--- config.mk ---
export PLATFORM = sky130hd
export DESIGN_NAME = i2c_scl_timing_gen
export DESIGN_NICKNAME = d
export VERILOG_FILES = /design/src/rtl/i2c_scl_timing_gen_pkg.sv /design/src/rtl/i2c_quarter_counter.sv /design/src/rtl/i2c_scl_timing_gen.sv
export SDC_FILE = /design/constraint.sdc
export NUM_CORES = 1
export LEC_CHECK = 0
export BUFFER_PORTS_ARGS = -buffer_cell sky130_fd_sc_hd__buf_2
export CORE_ASPECT_RATIO = 2
export CORE_UTILIZATION = 35
export CTS_CLUSTER_DIAMETER = 80
export DETAILED_ROUTE_END_ITERATION = 6
export GPL_ROUTABILITY_DRIVEN = 0
export HOLD_SLACK_MARGIN = 0.08
export PLACE_DENSITY = 0.59
export SLEW_MARGIN = 20
export SYNTH_ARGS = -nofsm -noshare
export SYNTH_HDL_FRONTEND = slang
export SYNTH_SLANG_ARGS = --single-unit
--- constraint.sdc ---
create_clock -name clk -period 2.9 [get_ports clk]
set_input_delay 0.29 -clock clk [delete_from_list [all_inputs] [get_ports clk]]
set_output_delay 0.29 -clock clk [all_outputs]
set_load 0.05 [all_outputs]
--- src/rtl/i2c_scl_timing_gen_pkg.sv ---
// Shared definitions for the I2C SCL timing generator: mode and phase
// encodings, FSM states and the default quarter-period divisors.
package i2c_pkg;

    // Runtime rate select encodings
    typedef enum logic [1:0] {
        MODE_STD    = 2'b00,
        MODE_FAST   = 2'b01,
        MODE_FMP    = 2'b10,
        MODE_CUSTOM = 2'b11
    } mode_t;

    // Quarter phases of one SCL period: two low quarters then two high quarters
    localparam logic [1:0] PH_LOW0  = 2'd0;
    localparam logic [1:0] PH_LOW1  = 2'd1;
    localparam logic [1:0] PH_HIGH0 = 2'd2;
    localparam logic [1:0] PH_HIGH1 = 2'd3;

    // Generator FSM states
    typedef enum logic {
        IDLE = 1'b0,
        RUN  = 1'b1
    } state_t;

    // Default quarter-period divisors at a 100 MHz system clock
    localparam int DEF_CNT_W    = 16;
    localparam int DEF_DIV_STD  = 250;
    localparam int DEF_DIV_FAST = 63;
    localparam int DEF_DIV_FMP  = 25;

    // Smallest divisor the counter can run with (div-1 must not be zero-wrapped)
    localparam int MIN_DIV = 2;

endpackage

--- src/rtl/i2c_quarter_counter.sv ---
// Quarter-period counter: counts clk cycles up to div-1 and flags the
// terminal count. Can be held (clock stretching) or cleared (idle).
module i2c_quarter_counter #(
    parameter int CNT_W = 16
) (
    input  logic             clk,
    input  logic             reset,
    input  logic             clear,
    input  logic             hold,
    input  logic [CNT_W-1:0] div,
    output logic             tick
);

    logic [CNT_W-1:0] cnt;
    logic [CNT_W-1:0] div_m1;

    // Terminal count; a held or cleared counter never completes a quarter
    always_comb begin
        div_m1 = div - CNT_W'(1);
        tick   = !clear && !hold && (cnt == div_m1);
    end

    // Counter register: clear wins, then hold freezes, terminal count wraps to zero
    always_ff @(posedge clk) begin
        if (reset || clear) begin
            cnt <= '0;
        end else if (hold) begin
            cnt <= cnt;
        end else if (tick) begin
            cnt <= '0;
        end else begin
            cnt <= cnt + CNT_W'(1);
        end
    end

endmodule

--- src/rtl/i2c_scl_timing_gen.sv ---
// SCL timing generator: runs a 4-quarter SCL sequence from a quarter-period
// counter, with selectable rate, idle/run control, slave clock stretching in
// the first high quarter and one-cycle SDA change/sample strobes.
module i2c_scl_timing_gen
    import i2c_pkg::*;
#(
    parameter int CNT_W    = DEF_CNT_W,
    parameter int DIV_STD  = DEF_DIV_STD,
    parameter int DIV_FAST = DEF_DIV_FAST,
    parameter int DIV_FMP  = DEF_DIV_FMP
) (
    input  logic             clk,
    input  logic             reset,
    input  logic             en,
    input  logic [1:0]       mode,
    input  logic [CNT_W-1:0] div_custom,
    input  logic             scl_in,
    output logic             scl_out,
    output logic [1:0]       phase,
    output logic             tick,
    output logic             sda_change,
    output logic             sda_sample,
    output logic             stretching,
    output logic             busy
);

    state_t           state;
    state_t           state_next;
    logic [CNT_W-1:0] div_q;
    logic [CNT_W-1:0] div_next;
    logic [CNT_W-1:0] div_sel;
    logic [CNT_W-1:0] div_clamped;
    logic [1:0]       phase_next;
    logic             scl_next;
    logic             tick_next;
    logic             change_next;
    logic             sample_next;
    logic             stretch_next;
    logic             busy_next;
    logic             running;
    logic             hold;
    logic             quarter_done;

    // Pick the divisor for the requested rate and clamp it so a quarter is never shorter than 2 cycles
    always_comb begin
        div_sel = CNT_W'(DIV_STD);
        case (mode_t'(mode))
            MODE_STD:    div_sel = CNT_W'(DIV_STD);
            MODE_FAST:   div_sel = CNT_W'(DIV_FAST);
            MODE_FMP:    div_sel = CNT_W'(DIV_FMP);
            MODE_CUSTOM: div_sel = div_custom;
            default:     div_sel = CNT_W'(DIV_STD);
        endcase
        div_clamped = (div_sel < CNT_W'(MIN_DIV)) ? CNT_W'(MIN_DIV) : div_sel;
    end

    // A slave holding SCL low is only honoured during the first high quarter
    always_comb begin
        running = (state == RUN);
        hold    = running && (phase == PH_HIGH0) && !scl_in;
    end

    i2c_quarter_counter #(
        .CNT_W (CNT_W)
    ) u_quarter_counter (
        .clk   (clk),
        .reset (reset),
        .clear (!running),
        .hold  (hold),
        .div   (div_q),
        .tick  (quarter_done)
    );

    // Next-state and next-output logic: quarter advance, strobes, divisor re-latch and stop at period end
    always_comb begin
        state_next   = state;
        div_next     = div_q;
        phase_next   = phase;
        scl_next     = scl_out;
        tick_next    = 1'b0;
        change_next  = 1'b0;
        sample_next  = 1'b0;
        stretch_next = 1'b0;
        busy_next    = busy;
        case (state)
            IDLE: begin
                phase_next = PH_LOW0;
                scl_next   = 1'b1;
                busy_next  = 1'b0;
                if (en) begin
                    state_next = RUN;
                    div_next   = div_clamped;
                    scl_next   = 1'b0;
                    busy_next  = 1'b1;
                end
            end
            RUN: begin
                stretch_next = hold;
                if (quarter_done) begin
                    tick_next   = 1'b1;
                    change_next = (phase == PH_LOW0);
                    sample_next = (phase == PH_HIGH0);
                    phase_next  = phase + 2'd1;
                    scl_next    = phase_next[1];
                    if (phase == PH_HIGH1) begin
                        if (!en) begin
                            state_next = IDLE;
                            scl_next   = 1'b1;
                            busy_next  = 1'b0;
                        end else begin
                            div_next = div_clamped;
                        end
                    end
                end
            end
            default: begin
                state_next = IDLE;
            end
        endcase
    end

    // State and output registers; reset returns everything to the released, idle bus
    always_ff @(posedge clk) begin
        if (reset) begin
            state      <= IDLE;
            div_q      <= CNT_W'(DIV_STD);
            phase      <= PH_LOW0;
            scl_out    <= 1'b1;
            tick       <= 1'b0;
            sda_change <= 1'b0;
            sda_sample <= 1'b0;
            stretching <= 1'b0;
            busy       <= 1'b0;
        end else begin
            state      <= state_next;
            div_q      <= div_next;
            phase      <= phase_next;
            scl_out    <= scl_next;
            tick       <= tick_next;
            sda_change <= change_next;
            sda_sample <= sample_next;
            stretching <= stretch_next;
            busy       <= busy_next;
        end
    end

endmodule
; Word-level counts from Yosys, hierarchy flattened
; Index checks and enable logic that the tools add are counted.
[totals]
reg_bits = 41
input_bits = 22
output_inout_bits = 8
[classes]
addsub = 3
magnitude_cmp = 1
eq_ne = 9
n_mux = 23
n_bitwise = 2
n_reduce_logical = 14
[op_table]
columns = cell, count
row1 = $mux W16, 5
row2 = $pmux W16 S4, 1
row3 = $pmux W16 S2, 1
row4 = $add A16 B1 Y16 const B, 1
row5 = $eq A16 B16 Y1, 1
row6 = $lt A16 B2 Y1 const B, 1
row7 = $sub A16 B1 Y16 const B, 1
row8 = $mux W1, 11
row9 = $eq A2 B2 Y1 const B, 4
row10 = $pmux W1 S2, 3
row11 = $logic_and A1 B1 Y1, 4
row12 = $logic_not A2 Y1, 2
row13 = $ne A2 B1 Y1 const B, 2
row14 = $pmux W2 S2, 1
row15 = $logic_not A1 Y1, 3
row16 = $reduce_and A3 Y1, 1
row17 = $reduce_or A3 Y1, 1
row18 = $add A2 B1 Y2 const B, 1
row19 = $eq A2 B1 Y1 const B, 1
row20 = $mux W2, 1
row21 = $ne A2 B2 Y1 const B, 1
row22 = $not A1 Y1, 2
row23 = $reduce_and A2 Y1, 1
row24 = $reduce_or A2 Y1, 1
row25 = $logic_or A1 B1 Y1, 1

; Depth between registers and ports, before layout
[logic_depth]
depth_word = 8
ltp_mapped = 10

; Hierarchy
; A second synthesis with hierarchy kept.
[hier_totals]
hier_cells = 280
hier_area_um2 = 2364.8
[modules_own_cells]
columns = module, n_inst, cells_per_inst, area_each_um2
row1 = i2c_quarter_counter, 1, 162, 1343.8
row2 = i2c_scl_timing_gen, 1, 118, 1021.0

; Least setup slack after synthesis
; Ideal clock, no wire load.
[synth_timing]
path_type = register -> register
start = register div_q[0]
end = register div_q[14]
setup_ns = 0.138
arrival_time_ns = 2.642
required_ns = 2.762
path_slack_ns = 0.121
path_stages_with_launch = 11
path_buffers = 1
period_less_slack_ns = 2.779
path_cell_list = dfxtp_1 -> inv_1 -> ha_1 -> or3b_4 -> or4_4 -> a2111oi_4 -> and2_1 -> nand4_4 -> buf_2 -> o21ai_1 -> o221ai_1
[synth_between]
elab_chain_cells = 5
[synth_lines]
columns = element, line_no
row1 = start: declaration, i2c_scl_timing_gen.sv:29  ; logic [CNT_W-1:0] div_q;
row2 = start signal: assignment, i2c_scl_timing_gen.sv:126  ; div_q <= CNT_W'(DIV_STD);
row3 = start signal: assignment, i2c_scl_timing_gen.sv:136  ; div_q <= div_next;
row4 = $sub A16 B1 Y16, i2c_quarter_counter.sv:19  ; div_m1 = div - CNT_W'(1);
row5 = $eq A16 B16 Y1, i2c_quarter_counter.sv:20  ; tick = !clear && !hold && (cnt == div_m1);
row6 = $logic_and A1 B1 Y1, i2c_quarter_counter.sv:20
row7 = $ne A2 B1 Y1 (no line), --
row8 = $reduce_and A2 Y1 (no line), --
; No other way between the ends.
; A chain may end at the register's enable or synchronous reset.

; Final worst setup path
[layout_timing]
start = register div_q[0]
end = register div_q[0]
[layout_between]
elab_chain_cells = 5
elab_cells_between_ends = 9
[layout_lines]
columns = element, line_no
row1 = $sub A16 B1 Y16, i2c_quarter_counter.sv:19
row2 = $eq A16 B16 Y1, i2c_quarter_counter.sv:20
row3 = $logic_and A1 B1 Y1, i2c_quarter_counter.sv:20
row4 = $ne A2 B1 Y1 (no line), --
row5 = $reduce_and A2 Y1 (no line), --
; Parallel ways exist; a longest one is shown, timed or not. The select of a mux whose other input is x is not followed.

==> flow_metrics.py <==
metrics = {
    "synthesis": {
        "yosys.area_share.xor_xnor_pct": 10.8,
        "synth_adder_area_share_pct": 2.34,
        "synth.area.mux_share_pct": 2.25,
        "synth_enable_flop_cells": 0,
        "synth_top_family_by_area": "simple AND/OR/NAND/NOR gates",
        "yosysWarningCount": 0,
        "synth_area_um2": 2670,
        "synth_top_flop_cell": "dfxtp_1",
        "yosysSeqAreaShare_pct": 30.7,
        "synth_compound_area_share_pct": 16.9,
        "synthesis.nets": 352,
        "post_synth_inst_count": 325,
        "synth_cell_types": 55,
        "synth.avg_cell_area_um2": 8.22,
        "synth_simple_gate_area_share_pct": 33.4,
        "synth-seq-cells": 41,
        "synthArstFlopShare_pct": 0,
    },
    "worst_setup_path": {
        "register_to_register_path_setup_slack_ns": 0.15,
        "cp.arrival_ns": 2.91,
        "criticalPathCategory": "reg2reg",
        "critical_path.reg2reg.endpoint": "div_q[0]",
        "reg_to_reg_start": "div_q[0]",
        "reg2reg_depth": 9,
        "timing.critical_path.to_type": "register",
        "critical_path_peak_fanout": 5,
        "worstSetupStartpointType": "register",
        "worstPathRequired_ns": 3.06,
    },
    "timing": {
        "worst-slew-pin-transition_ns": 0.545,
        "holdWs_ns": 0.293,
        "timing.final.hold_violations": 0,
        "final_max_slew_viol_count": 0,
        "fmaxAchievable_mhz": 364,
        "timing.final.crit_share_pct": 94.8,
        "finalSetupViolCount": 0,
        "rsz0062_at_grt": "false",
        "relative_slew_slack_pct": 63.3,
        "fin_tns_setup_ns": 0,
        "post-route-min-period_ns": 2.75,
        "fin_skew_ns": 0.00341,
    },
    "finish": {
        "antenna_cell_count": 0,
        "post_route_cells_drive_above_1_share_pct": 18.5,
        "nets_final": 388,
        "finish.instance_area_um2": 3160,
        "area_growth_syn_to_layout_pct": 18.1,
        "mostFrequentLayoutCell": "dfxtp_1",
        "fin_cells": 454,
        "layout.cells.most_common_list": "dfxtp_1 (39), nor2_1 (38), buf_2 (29), nand2_1 (26), nand3_1 (20)",
    },
    "routing": {
        "first_iter_violations": 62,
        "avgViaCountPerCell": 5.44,
        "vias": 2468,
        "drt_drc_violations_left": 0,
        "wl_per_cell_um": 15.0,
        "detail_route.wirelength_mm": 6.82,
        "drtPass1Iterations": 4,
        "drtAntennaViolNets": 0,
    },
    "floorplanning": {
        "floorplan.die.height_um": 126,
        "std_cell_rows": 44,
        "die-area_um2": 8010,
        "coreArea_um2": 7320,
        "chipWidth_um": 63.8,
        "floorplan.io_pins": 30,
        "initial_core_util_pct": 36.5,
    },
    "pwr": {
        "power.ir.vdd_worst_mv": 0.362,
        "p_per_area_nw_per_um2": 410,
        "finalPower_mw": 1.29,
        "power_leakage_nw": 1.07,
    },
    "grt": {
        "grt-ovfl-total": 0,
        "grt_util_all_layers_pct": 18.8,
        "number_of_antenna_violations_at_the_first_check_in_global_routing": 0,
        "grt_max_degree": 28,
        "grt_first_pass_wirelength_mm": 11.8,
        "grt_pass1_vias": 2553,
    },
    "placed_design": {
        "placed_cells_incl_taps": 445,
        "final_hpwl_dp_mm": 5.21,
        "port_buffers": 29,
        "placedInstanceArea_um2": 2990,
    },
    "clock_tree": {
        "cts-htree-levels": 2,
        "ctsRootBufferMaster": "clkbuf_16",
        "clock_latency_late_sink_ns": 0.28,
        "clk_pin_slew_worst_paths_ns": 0.06,
        "cts_tree": "yes",
        "cts_num_sinks": 41,
        "clock_path_buffers": 2,
        "cts-buffers-inserted": 5,
    },
    "hold_path": {
        "hold-path-endpoint": "div_q[4]",
        "timing.hold.worst.class": "in2reg",
        "hold_path.startpoint": "div_custom[4]",
        "min_path_cells": 2,
    },
    "flow_run": {
        "drv_cap": 0,
    },
    "run_status": {
        "run_status": "completed",
    },
}
-- per-layer routing --
| layer | share of wire [%] | GRT usage (%) | vias up |
|---|---|---|---|
| met5 | 0 | 0 | - |
| met4 | 3.5 | 9.49 | 0 |
| met3 | 2.2 | 2.46 | 17 |
| met2 | 57 | 36.4 | 51 |
| met1 | 37 | 18.5 | 1148 |
| li1 | - | - | 1252 |
-- state kept, by name, indices dropped and copies added, names as in the netlist --
name,cells
u_quarter_counter.cnt,16
busy,1
tick,1
stretching,1
sda_change,1
running,1
div_q,16
sda_sample,1
scl_out,1
phase,2
-- area by class of cell --
class,count,area [um2]
flip-flops and latches,41,826
inverters,4,15.0
repair buffers,46,293
fillers,739,4170
multi-input cells,263,1770
clock buffers,8,136
well taps,92,115
-- synthesized netlist by cell type (all sizes together) (4+ instances only) --
| cell | n | area [um2] |
|---|---|---|
| xnor2 | 18 | 158 |
| nor2 | 39 | 149 |
| nor4 | 4 | 25.0 |
| nor3 | 11 | 55.1 |
| nor3b | 12 | 90.1 |
| and2 | 4 | 25.0 |
| o21ai | 15 | 86.3 |
| nand4 | 9 | 71.3 |
| ha | 5 | 62.6 |
| inv | 4 | 15.0 |
| and4 | 5 | 43.8 |
| mux2i | 6 | 60.1 |
| o221ai | 10 | 87.6 |
| nand3 | 20 | 100 |
| or4 | 4 | 33.8 |
| a21oi | 7 | 35.0 |
| dfxtp | 41 | 821 |
| xor2 | 15 | 131 |
| nor2b | 9 | 56.3 |
| nand2 | 26 | 97.6 |
| nand2b | 7 | 43.8 |
| clkbuf | 14 | 52.6 |
-- kinds of logic after synthesis --
logic type	Yosys count
AND/OR/NAND/NOR	162
AO/OA/AOI/OAI	57
flip-flops	41
XOR/XNOR	33
buffers and inverters	21
multiplexers	6
adder cells (fa/ha/maj)	5
-- worst max path at each step --
stage	startpoint	to	slack, ns	cells after the start
2_1_floorplan	div_q[0]	div_q[14]	0.12	10
3_5_place_dp	div_q[0]	div_q[12]	0.05	10
5_1_grt	div_q[0]	div_q[0]	0.02	9
3_3_place_gp	div_q[0]	div_q[13]	0.11	10
6_report	div_q[0]	div_q[0]	0.15	9
4_1_cts	div_q[1]	div_q[13]	0.02	10
-- power by group --
| part | leakage (nW) | internal (mW) | switching (mW) |
|---|---|---|---|
| Sequential | 0.333 | 0.577 | 0.0160 |
| Clock | 0.0652 | 0.320 | 0.219 |
| Combinational | 0.673 | 0.0665 | 0.0943 |
| Total | 1.07 | 0.964 | 0.330 |
-- critical path: stages, from the launching register on --
cell and delay (ns):
dfxtp_4 0.35, inv_2 0.07, ha_4 0.13, or3b_4 0.37, or4_4 0.50, a2111oi_4 0.32
nand4_1 0.12, and4bb_4 0.41, a41oi_4 0.19, mux2i_1 0.16
-- what timing repair did --
| action | in CTS | in global routing |
|---|---|---|
| gates resized for setup | 0 | 10 |
| setup endpoints to repair | 0 | 22 |
| setup buffers | 0 | 1 |
| hold buffers | 0 | 0 |
-- through the flow --
step	worst slack [ns]	utilization [%]
2_1_floorplan	0.121	-
3_3_place_gp	0.105	40.8
3_5_place_dp	0.0499	40.8
4_1_cts	0.0207	42.6
5_1_grt	0.0232	43.1
6_report	0.152	43.1
(Power assumes the default switching activity.)
